`src/rtl/ltsm_pkg.sv`:
```
// Shared LTSM types: SBINIT responder state encoding, sideband message layout and message constants.
package ltsm_pkg;

    localparam int unsigned SB_MSG_W  = 64;
    localparam int unsigned SB_ID_W   = 16;
    localparam int unsigned SB_DATA_W = SB_MSG_W - SB_ID_W;

    typedef enum logic [2:0] {
        ST_IDLE           = 3'd0,
        ST_WAIT_OOR       = 3'd1,
        ST_SEND_OOR       = 3'd2,
        ST_WAIT_DONE_REQ  = 3'd3,
        ST_SEND_DONE_RESP = 3'd4,
        ST_DONE           = 3'd5,
        ST_TRAINERROR     = 3'd6
    } sbinit_resp_state_t;

    // Message id sits in the low 16 bits as {msgcode, msgsubcode}
    typedef struct packed {
        logic [SB_DATA_W-1:0] data;
        logic [SB_ID_W-1:0]   id;
    } sb_msg_t;

    localparam logic [SB_ID_W-1:0] SB_ID_OOR       = 16'h9100;
    localparam logic [SB_ID_W-1:0] SB_ID_DONE_REQ  = 16'h9501;
    localparam logic [SB_ID_W-1:0] SB_ID_DONE_RESP = 16'h9A01;

    localparam logic [SB_MSG_W-1:0] SB_OOR_MSG       = {{SB_DATA_W{1'b0}}, SB_ID_OOR};
    localparam logic [SB_MSG_W-1:0] SB_DONE_RESP_MSG = {{SB_DATA_W{1'b0}}, SB_ID_DONE_RESP};

endpackage

```
`src/rtl/ltsm_timeout_cnt.sv`:
```
// Saturating wait-state timer. expired is registered and rises one increment early, so a state
// can leave on the very edge where the count reaches TIMEOUT_CYCLES-1.
module ltsm_timeout_cnt #(
    parameter int unsigned TIMEOUT_CYCLES = 800000
) (
    input  logic clk_100MHz,
    input  logic reset,
    input  logic clear,
    input  logic inc,
    output logic expired
);

    localparam int unsigned CNT_W = $clog2(TIMEOUT_CYCLES + 1);
    localparam logic [CNT_W-1:0] CNT_MAX = CNT_W'(TIMEOUT_CYCLES);
    localparam logic [CNT_W-1:0] EXP_AT  = CNT_W'(TIMEOUT_CYCLES - 2);

    logic [CNT_W-1:0] count;

    always_ff @(posedge clk_100MHz) begin
        if (reset) begin
            count   <= '0;
            expired <= 1'b0;
        end else if (clear) begin
            count   <= '0;
            expired <= (EXP_AT == '0);
        end else if (inc && (count != CNT_MAX)) begin
            count   <= CNT_W'(count + 1'b1);
            expired <= (CNT_W'(count + 1'b1) >= EXP_AT);
        end
    end

endmodule

```
`src/rtl/ltsm_sbinit_responder.sv`:
```
// Partner-side SBINIT responder: answers Out-of-Reset and SBINIT done req over the sideband.
// Build option SBINIT_RESP_STRICT_EN: an unexpected message id in a wait state raises TRAINERROR.
module ltsm_sbinit_responder
    import ltsm_pkg::*;
#(
    parameter int unsigned TIMEOUT_CYCLES = 800000
) (
    input  logic                clk_100MHz,
    input  logic                reset,
    input  logic                enable_i,
    input  logic                start_i,
    input  logic [SB_MSG_W-1:0] SB_msg_i,
    input  logic                SB_msg_valid_i,
    output logic                SB_msg_req_o,
    output logic [SB_MSG_W-1:0] SB_msg_o,
    output logic                SB_TX_valid_o,
    input  logic                SB_TX_valid_ack_i,
    output logic                done_o,
    output logic                error_o,
    output logic [2:0]          state_o
);

`ifdef SBINIT_RESP_STRICT_EN
    localparam bit STRICT = 1'b1;
`else
    localparam bit STRICT = 1'b0;
`endif

    sbinit_resp_state_t   state;
    sb_msg_t              rx_msg;
    logic [SB_ID_W-1:0]   want_id_c;
    logic                 in_wait_c;
    logic                 in_send_c;
    logic                 consume_c;
    logic                 expected_c;
    logic                 bad_c;
    logic                 ack_c;
    logic                 tmr_clear_c;
    logic                 tmr_expired;
    logic                 unused_rx_data;

    assign rx_msg         = sb_msg_t'(SB_msg_i);
    assign unused_rx_data = ^rx_msg.data;

    assign in_wait_c  = (state == ST_WAIT_OOR) || (state == ST_WAIT_DONE_REQ);
    assign in_send_c  = (state == ST_SEND_OOR) || (state == ST_SEND_DONE_RESP);
    assign want_id_c  = (state == ST_WAIT_OOR) ? SB_ID_OOR : SB_ID_DONE_REQ;
    assign consume_c  = in_wait_c && SB_msg_valid_i && SB_msg_req_o;
    assign expected_c = consume_c && (rx_msg.id == want_id_c);
    assign bad_c      = STRICT && consume_c && !expected_c;
    assign ack_c      = in_send_c && SB_TX_valid_ack_i;

    // Timer restarts on every state change and idles at zero outside the wait/send states
    assign tmr_clear_c = !enable_i || !(in_wait_c || in_send_c) || expected_c || ack_c
                         || tmr_expired || bad_c;

    ltsm_timeout_cnt #(
        .TIMEOUT_CYCLES (TIMEOUT_CYCLES)
    ) u_timer (
        .clk_100MHz (clk_100MHz),
        .reset      (reset),
        .clear      (tmr_clear_c),
        .inc        (in_wait_c || in_send_c),
        .expired    (tmr_expired)
    );

    always_ff @(posedge clk_100MHz) begin
        if (reset || !enable_i) begin
            state         <= ST_IDLE;
            SB_msg_req_o  <= 1'b0;
            SB_msg_o      <= '0;
            SB_TX_valid_o <= 1'b0;
            done_o        <= 1'b0;
            error_o       <= 1'b0;
        end else begin
            case (state)
                ST_IDLE: begin
                    if (start_i) begin
                        state        <= ST_WAIT_OOR;
                        SB_msg_req_o <= 1'b1;
                    end
                end
                ST_WAIT_OOR, ST_WAIT_DONE_REQ: begin
                    if (expected_c) begin
                        SB_msg_req_o  <= 1'b0;
                        SB_TX_valid_o <= 1'b1;
                        if (state == ST_WAIT_OOR) begin
                            state    <= ST_SEND_OOR;
                            SB_msg_o <= SB_OOR_MSG;
                        end else begin
                            state    <= ST_SEND_DONE_RESP;
                            SB_msg_o <= SB_DONE_RESP_MSG;
                        end
                    end else if (tmr_expired || bad_c) begin
                        state        <= ST_TRAINERROR;
                        SB_msg_req_o <= 1'b0;
                        error_o      <= 1'b1;
                    end
                end
                ST_SEND_OOR, ST_SEND_DONE_RESP: begin
                    if (ack_c) begin
                        SB_TX_valid_o <= 1'b0;
                        SB_msg_o      <= '0;
                        if (state == ST_SEND_OOR) begin
                            state        <= ST_WAIT_DONE_REQ;
                            SB_msg_req_o <= 1'b1;
                        end else begin
                            state  <= ST_DONE;
                            done_o <= 1'b1;
                        end
                    end else if (tmr_expired) begin
                        state         <= ST_TRAINERROR;
                        SB_TX_valid_o <= 1'b0;
                        SB_msg_o      <= '0;
                        error_o       <= 1'b1;
                    end
                end
                ST_DONE, ST_TRAINERROR: begin
                end
                default: state <= ST_IDLE;
            endcase
        end
    end

    assign state_o = state;

endmodule

```
`config.mk`:
```
export PLATFORM = sky130hd
export DESIGN_NAME = ltsm_sbinit_responder
export DESIGN_NICKNAME = d
export VERILOG_FILES = /design/src/rtl/ltsm_pkg.sv /design/src/rtl/ltsm_timeout_cnt.sv /design/src/rtl/ltsm_sbinit_responder.sv
export SDC_FILE = /design/constraint.sdc
export NUM_CORES = 1
export LEC_CHECK = 0
export CAP_MARGIN = 20
export CORE_UTILIZATION = 40
export DETAILED_ROUTE_END_ITERATION = 8
export PLACE_DENSITY_LB_ADDON = 0.2
export SKIP_LAST_GASP = 1
export SLEW_MARGIN = 20
export SYNTH_ARGS = -nofsm -noshare
export SYNTH_HDL_FRONTEND = slang
export SYNTH_HIERARCHICAL = 1
export SYNTH_SLANG_ARGS = --single-unit
```
`constraint.sdc`:
```
create_clock -name clk_100MHz -period 2.91 [get_ports clk_100MHz]
set_input_delay 0.7275 -clock clk_100MHz [delete_from_list [all_inputs] [get_ports clk_100MHz]]
set_output_delay 0.7275 -clock clk_100MHz [all_outputs]
set_load 0.01 [all_outputs]
```
==> results of run 1 <==
[power breakdown]
group	switching [µW]	internal (µW)	total, µW
Combinational	59.0	37.4	96.4
Sequential	3.07	412	415
Clock	146	160	306
[per-layer routing]
metal / vias up / global-route usage [%]
met2: 64 / 25.8
met4: 0 / 4.91
met3: 5 / 3.68
li1: 980 / -
met1: 893 / 19.1
met5: - / 0
[worst max path at each step]
stage / startpoint / end / slack, ns / cells past startpoint
2_1_floorplan: SB_msg_i[11] / u_timer/count[0] / 0.72 / 7
3_3_place_gp: SB_TX_valid_ack_i / u_timer/count[6] / 0.28 / 7
3_5_place_dp: SB_TX_valid_ack_i / u_timer/count[6] / 0.28 / 7
4_1_cts: SB_msg_i[1] / u_timer/count[13] / 0.57 / 7
5_1_grt: SB_TX_valid_ack_i / u_timer/count[15] / 0.43 / 7
6_report: SB_TX_valid_ack_i / u_timer/count[6] / 0.56 / 7
[metrics by stage]
| stage | hold WS, ns | cells | setup slack, ns |
|---|---|---|---|
| after floorplan | 0.467 | 362 | 0.721 |
| after global placement | 0.439 | 393 | 0.281 |
| after detailed placement | 0.442 | 393 | 0.280 |
| after CTS | 0.451 | 400 | 0.574 |
| after global routing | 0.479 | 400 | 0.432 |
| final | 0.448 | 400 | 0.562 |
[critical path, cell delays in order]
cell and delay [ns]:
clkdlybuf4s50_1 0.54, inv_1 0.14, a21oi_1 0.10, o21ai_0 0.23, nand4bb_1 0.16, or2_2 0.49
a21oi_1 0.17
[layout by cell type (no fill, tap or decap), types with 3 or more instances in the layout]
cell	instances
xnor2_1	5
nand2_1	16
a31oi_1	3
a21oi_1	7
o21a_1	4
nor2_1	35
nor4_1	4
nor3_1	3
conb_1	58
clkbuf_8	5
ha_1	3
nand2b_1	3
buf_4	3
or2_2	3
nand3b_1	4
o21ai_0	6
dfxtp_1	30
nand3_1	12
clkdlybuf4s50_1	34
a21o_1	3
and3_1	8
nand4_1	9
xor2_1	20
and4_1	3
inv_1	6
and2_1	5
[logic make-up after synthesis]
logic type | after synthesis | share of synthesized area, %
AO/OA/AOI/OAI | 44 | 13.8
XOR/XNOR | 25 | 9.16
buffers and inverters | 84 | 23.4
multiplexers | 1 | 0.419
AND/OR/NAND/NOR | 117 | 26.4
other | 1 | 0.157
adder cells (fa/ha/maj) | 3 | 1.57
flip-flops | 30 | 25.1
[state kept, by name, summed over array words and instances (netlist names)]
register         cells
u_timer/expired      1
done_o               1
state_o              3
error_o              1
SB_msg_req_o         1
u_timer/count       20
SB_msg_o             3
[cell type report]
type,count,share of cell area [%]
Sequential cell,30,23.1
Inverter,6,0.866
Tap cell,72,3.46
Multi-Input combinational cell,248,55.6
Clock buffer,5,2.65
Clock inverter,2,0.385
Timing Repair Buffer,37,14.0
==> metrics.txt, run 1 <==
r2r worst-path depth=6; Yosys top cell by area=dfxtp_1; num rows=27; first-pass GRT wire length=7650 µm; RSZ-0062 raised after global routing=false; top cells by count, synth=buf_4, nor2_1, dfxtp_1, xor2_1, nand2_1; Post-synth EDFFs=0; drt first pass iters=4; critical path class=in2reg; clock skew=0.00363 ns; count of pins over their slew limit=0; Reg clk slew, reported paths=0.06 ns; Die Span Y=79.3 µm; fmax=426 MHz; GRT overflow=0; reg-to-reg endpoint=u_timer/count[13]; mean number of vias per cell=4.86; post-synthesis async set-or-reset flop share=0%; worst-path fanout max=20; fin crit share=80.7%; prevailing post-synth register cell=dfxtp_1; clock latency on the worst-skew pair=0.27 ns; relative slew slack=63.9%; initial antenna violation count=0; area grow syn2layout=8.74%; clk sinks=30; worst path arrival time=2.55 ns; Power Dens Cells=314 nW/µm²; H-tree levels=2; Yosys warnings=6; Hold Violations, Final=0; metal2 WL=2230 µm; IO buf count=34; area post-placement=2520 µm²; synthesized flop and latch total=30; status=complete, no violations; DR iter-0 viols=71; core area=5640 µm²; Post-CTS Setup Bufs=0; HPWL Detailed=3520 µm; Setup-failing EPs final=0; share of cells above drive strength 1=5.49%; pin count of the biggest net entering global routing=21; DR DRC count=0; startpoint types=input port; register area share after synthesis=25.1%; Top Ports=141; Final Cell Area=2600 µm²; metal3 WL=358 µm; Critical Path RT=3.12 ns; Die Wd=79.3 µm; VDD IR-drop max=0.163 mV; WHS Endpoint=error_o; met1 WL=2090 µm; WL/cell=11.8 µm; Cell Area, Synth=2390 µm²; Nets=401; Final ANT Viol Nets=0; syn_area_per_cell=7.84 µm²; total of max-cap violations=0; CTS tree=done; Starting Density=42.4%; n_diodes=0; count leader, synth=buf_4; multi-input logic area=1450 µm²; area of the die=6290 µm²; number of global-route vias before repair=1654; overall routing resource usage=15.3%; Hold Path Origin=error_o; crit end category=flop; HP Class=reg2reg; Leakage Power=0.000977 µW; total power draw=817 µW; Routed WL=4730 µm; Post-Syn Instances=305; Register Area=601 µm²; worst flop-to-flop path startpoint=u_timer/count[8]; synth top area cells=dfxtp_1, buf_4, xor2_1; FILL cells=595; CTS buffer count=5; top cell type's share of synthesized area=25.1%; Tmin final=2.35 ns; Unique masters post-synth=54; Max Buffers Root-to-Sink=2; gpl congestion=0.788; hold depth=2; clk root buf=clkbuf_8; Worst Tran Pin Value=0.540 ns; DR vias=1942; Final Util=46.1%; top sig layer=met4; CTS-repair resized insts=0; FF-to-FF setup slack=0.75 ns; Setup TNS=0 ns; hold_buf cts=0
Power figures use the tool's default switching activity.
==> inputs of run 2 (changes only) <==
--- a/config.mk
+++ b/config.mk
@@ -6,7 +6,7 @@
 export NUM_CORES = 1
 export LEC_CHECK = 0
 export CAP_MARGIN = 20
-export CORE_UTILIZATION = 40
+export CORE_UTILIZATION = 35
 export DETAILED_ROUTE_END_ITERATION = 8
 export PLACE_DENSITY_LB_ADDON = 0.2
 export SKIP_LAST_GASP = 1
==> constraint.sdc (replaced) <==
create_clock -name clk_100MHz -period 2 [get_ports clk_100MHz]
set_input_delay 0.5 -clock clk_100MHz [delete_from_list [all_inputs] [get_ports clk_100MHz]]
set_output_delay 0.5 -clock clk_100MHz [all_outputs]
set_load 0.01 [all_outputs]
==> metrics.txt, run 2 (synthesized netlist as in run 1, its figures left out) <==
Reg clk slew, reported paths=0.07 ns (about the same); CTS buffer count=5 (unchanged); CP Buf/Inv Count=1 (-1); critical path class=reg2out; Starting Density=37.0% (-5.4 points); initial antenna violation count=0 (unchanged); worst-path fanout max=11 (-45%); Nets=434 (+8.2%); Leakage Power=0.00116 µW (+18%); Power Dens Cells=440 nW/µm² (+40%); fin crit share=96.4%; GRT overflow=0 (unchanged); commonest cells after routing, fill and taps aside=conb_1, nor2_1, buf_4; Final ANT Viol Nets=0 (unchanged); core area=6460 µm² (+14%); mean number of vias per cell=4.64 (-4.5%); worst path arrival time=1.43 ns (-1.12 ns); cell count after placement=430 (+9.4%); DR DRC count=0 (unchanged); Max Buffers Root-to-Sink=2 (unchanged); fmax=519 MHz; Setup TNS=0 ns (unchanged); pin count of the biggest net entering global routing=21 (unchanged); area grow syn2layout=21.2%; num rows=29 (+7.4%); startpoint types=flop; total of max-cap violations=0 (unchanged); share of cells above drive strength 1=15.2% (+9.7 points); VDD IR-drop max=0.284 mV (+74%); Slowest-stage cell, CP=clkdlybuf4s50_1; crit end category=output port; area of the die=7170 µm² (+14%); clk root buf=clkbuf_8; Die Span Y=84.7 µm (+6.7%); Top Ports=141 (unchanged); Critical Path RT=1.50 ns (-1.62 ns); Setup-failing EPs final=0 (unchanged); Die Wd=84.7 µm (+6.7%); Hold Violations, Final=0 (unchanged); CP top delay family=buffers and inverters; Tmin final=1.93 ns; commonest non-fill, non-tap cell in the layout=conb_1; Final Util=44.9% (-1.2 points); Routed WL=5240 µm (+11%); FF-to-FF setup slack=0.09 ns (-0.66 ns); IO buf count=34 (unchanged); HPWL Detailed=3830 µm (+8.8%); clock skew=0.00987 ns (+0.00624 ns); first-pass GRT wire length=8260 µm (+7.9%); CP max stage delay=0.61 ns (+0.07 ns); cell breakdown of the critical path=clkdlybuf4s50_1; CTS tree=done; Top reg by flops=u_timer/count; status=complete, no violations; DR iter-0 viols=83 (+17%); Post-Layout Cell Count=439 (+9.8%); H-tree levels=2 (unchanged); DR vias=2035 (+4.8%); drt first pass iters=6 (+2); HP Class=reg2reg; WL/cell=11.9 µm (+1.1%); clock latency on the worst-skew pair=0.28 ns (about the same); n_diodes=0 (unchanged); clk sinks=30 (unchanged); count of pins over their slew limit=0 (unchanged); Largest register FFs=20 (unchanged); gpl congestion=0.779 (-1.1%); number of global-route vias before repair=1831 (+11%); overall routing resource usage=14.1% (-1.2 points)
-- run 2: routing by layer --
layer  share of wire, %  track usage (%)
met5                  0                0
met4               0.88             4.47
met3                4.7             3.15
met2                 46             23.5
met1                 48             18.2
-- run 2: what timing repair did --
item | CTS | global route
endpoints found under the hold margin | 0 | 0
hold buffers | 0 | 0
setup endpoints to repair | 20 | 22
resized for setup | 1 | 6
buffers inserted | 0 | 0
pin swaps | 0 | 4
gates cloned | 0 | 1
-- run 2: stage by stage --
step | worst slack, ns | total power [µW] | instance area, µm² | hold WS, ns
3_5_place_dp | -0.352 | 769 | 2770 | 0.446
4_1_cts | 0.0258 | 1280 | 2860 | 0.455
2_1_floorplan | 0.0383 | 785 | 2610 | 0.467
6_report | 0.0717 | 1270 | 2900 | 0.447
3_3_place_gp | -0.372 | 768 | 2770 | 0.439
5_1_grt | -0.00287 | 1340 | 2900 | 0.480
-- run 2: path summary, 6_finish.rpt --
check / startpoint / to / depth (start not counted)
worst max-delay path: state_o[2] / state_o[2] / 1
worst min-delay path: error_o / error_o / 2
worst max register to register: u_timer/count[2] / u_timer/count[8] / 6
worst min register to register: error_o / error_o / 2
-- run 2: area by class of cell --
type                    count  area [µm²]
fillers                   677        3560
repair buffers             69         603
inverters                   6        22.5
well taps                  77        96.3
clock buffers               7        86.3
multi-input cells         249        1480
flip-flops and latches     30         602
clock inverters             1        5.00
-- run 2: where the power goes --
part / switching (µW) / internal, µW / leakage [µW]
clock network: 234 / 277 / 0.0000482
registers: 1.43 / 599 / 0.000242
logic: 93.9 / 68.5 / 0.000867
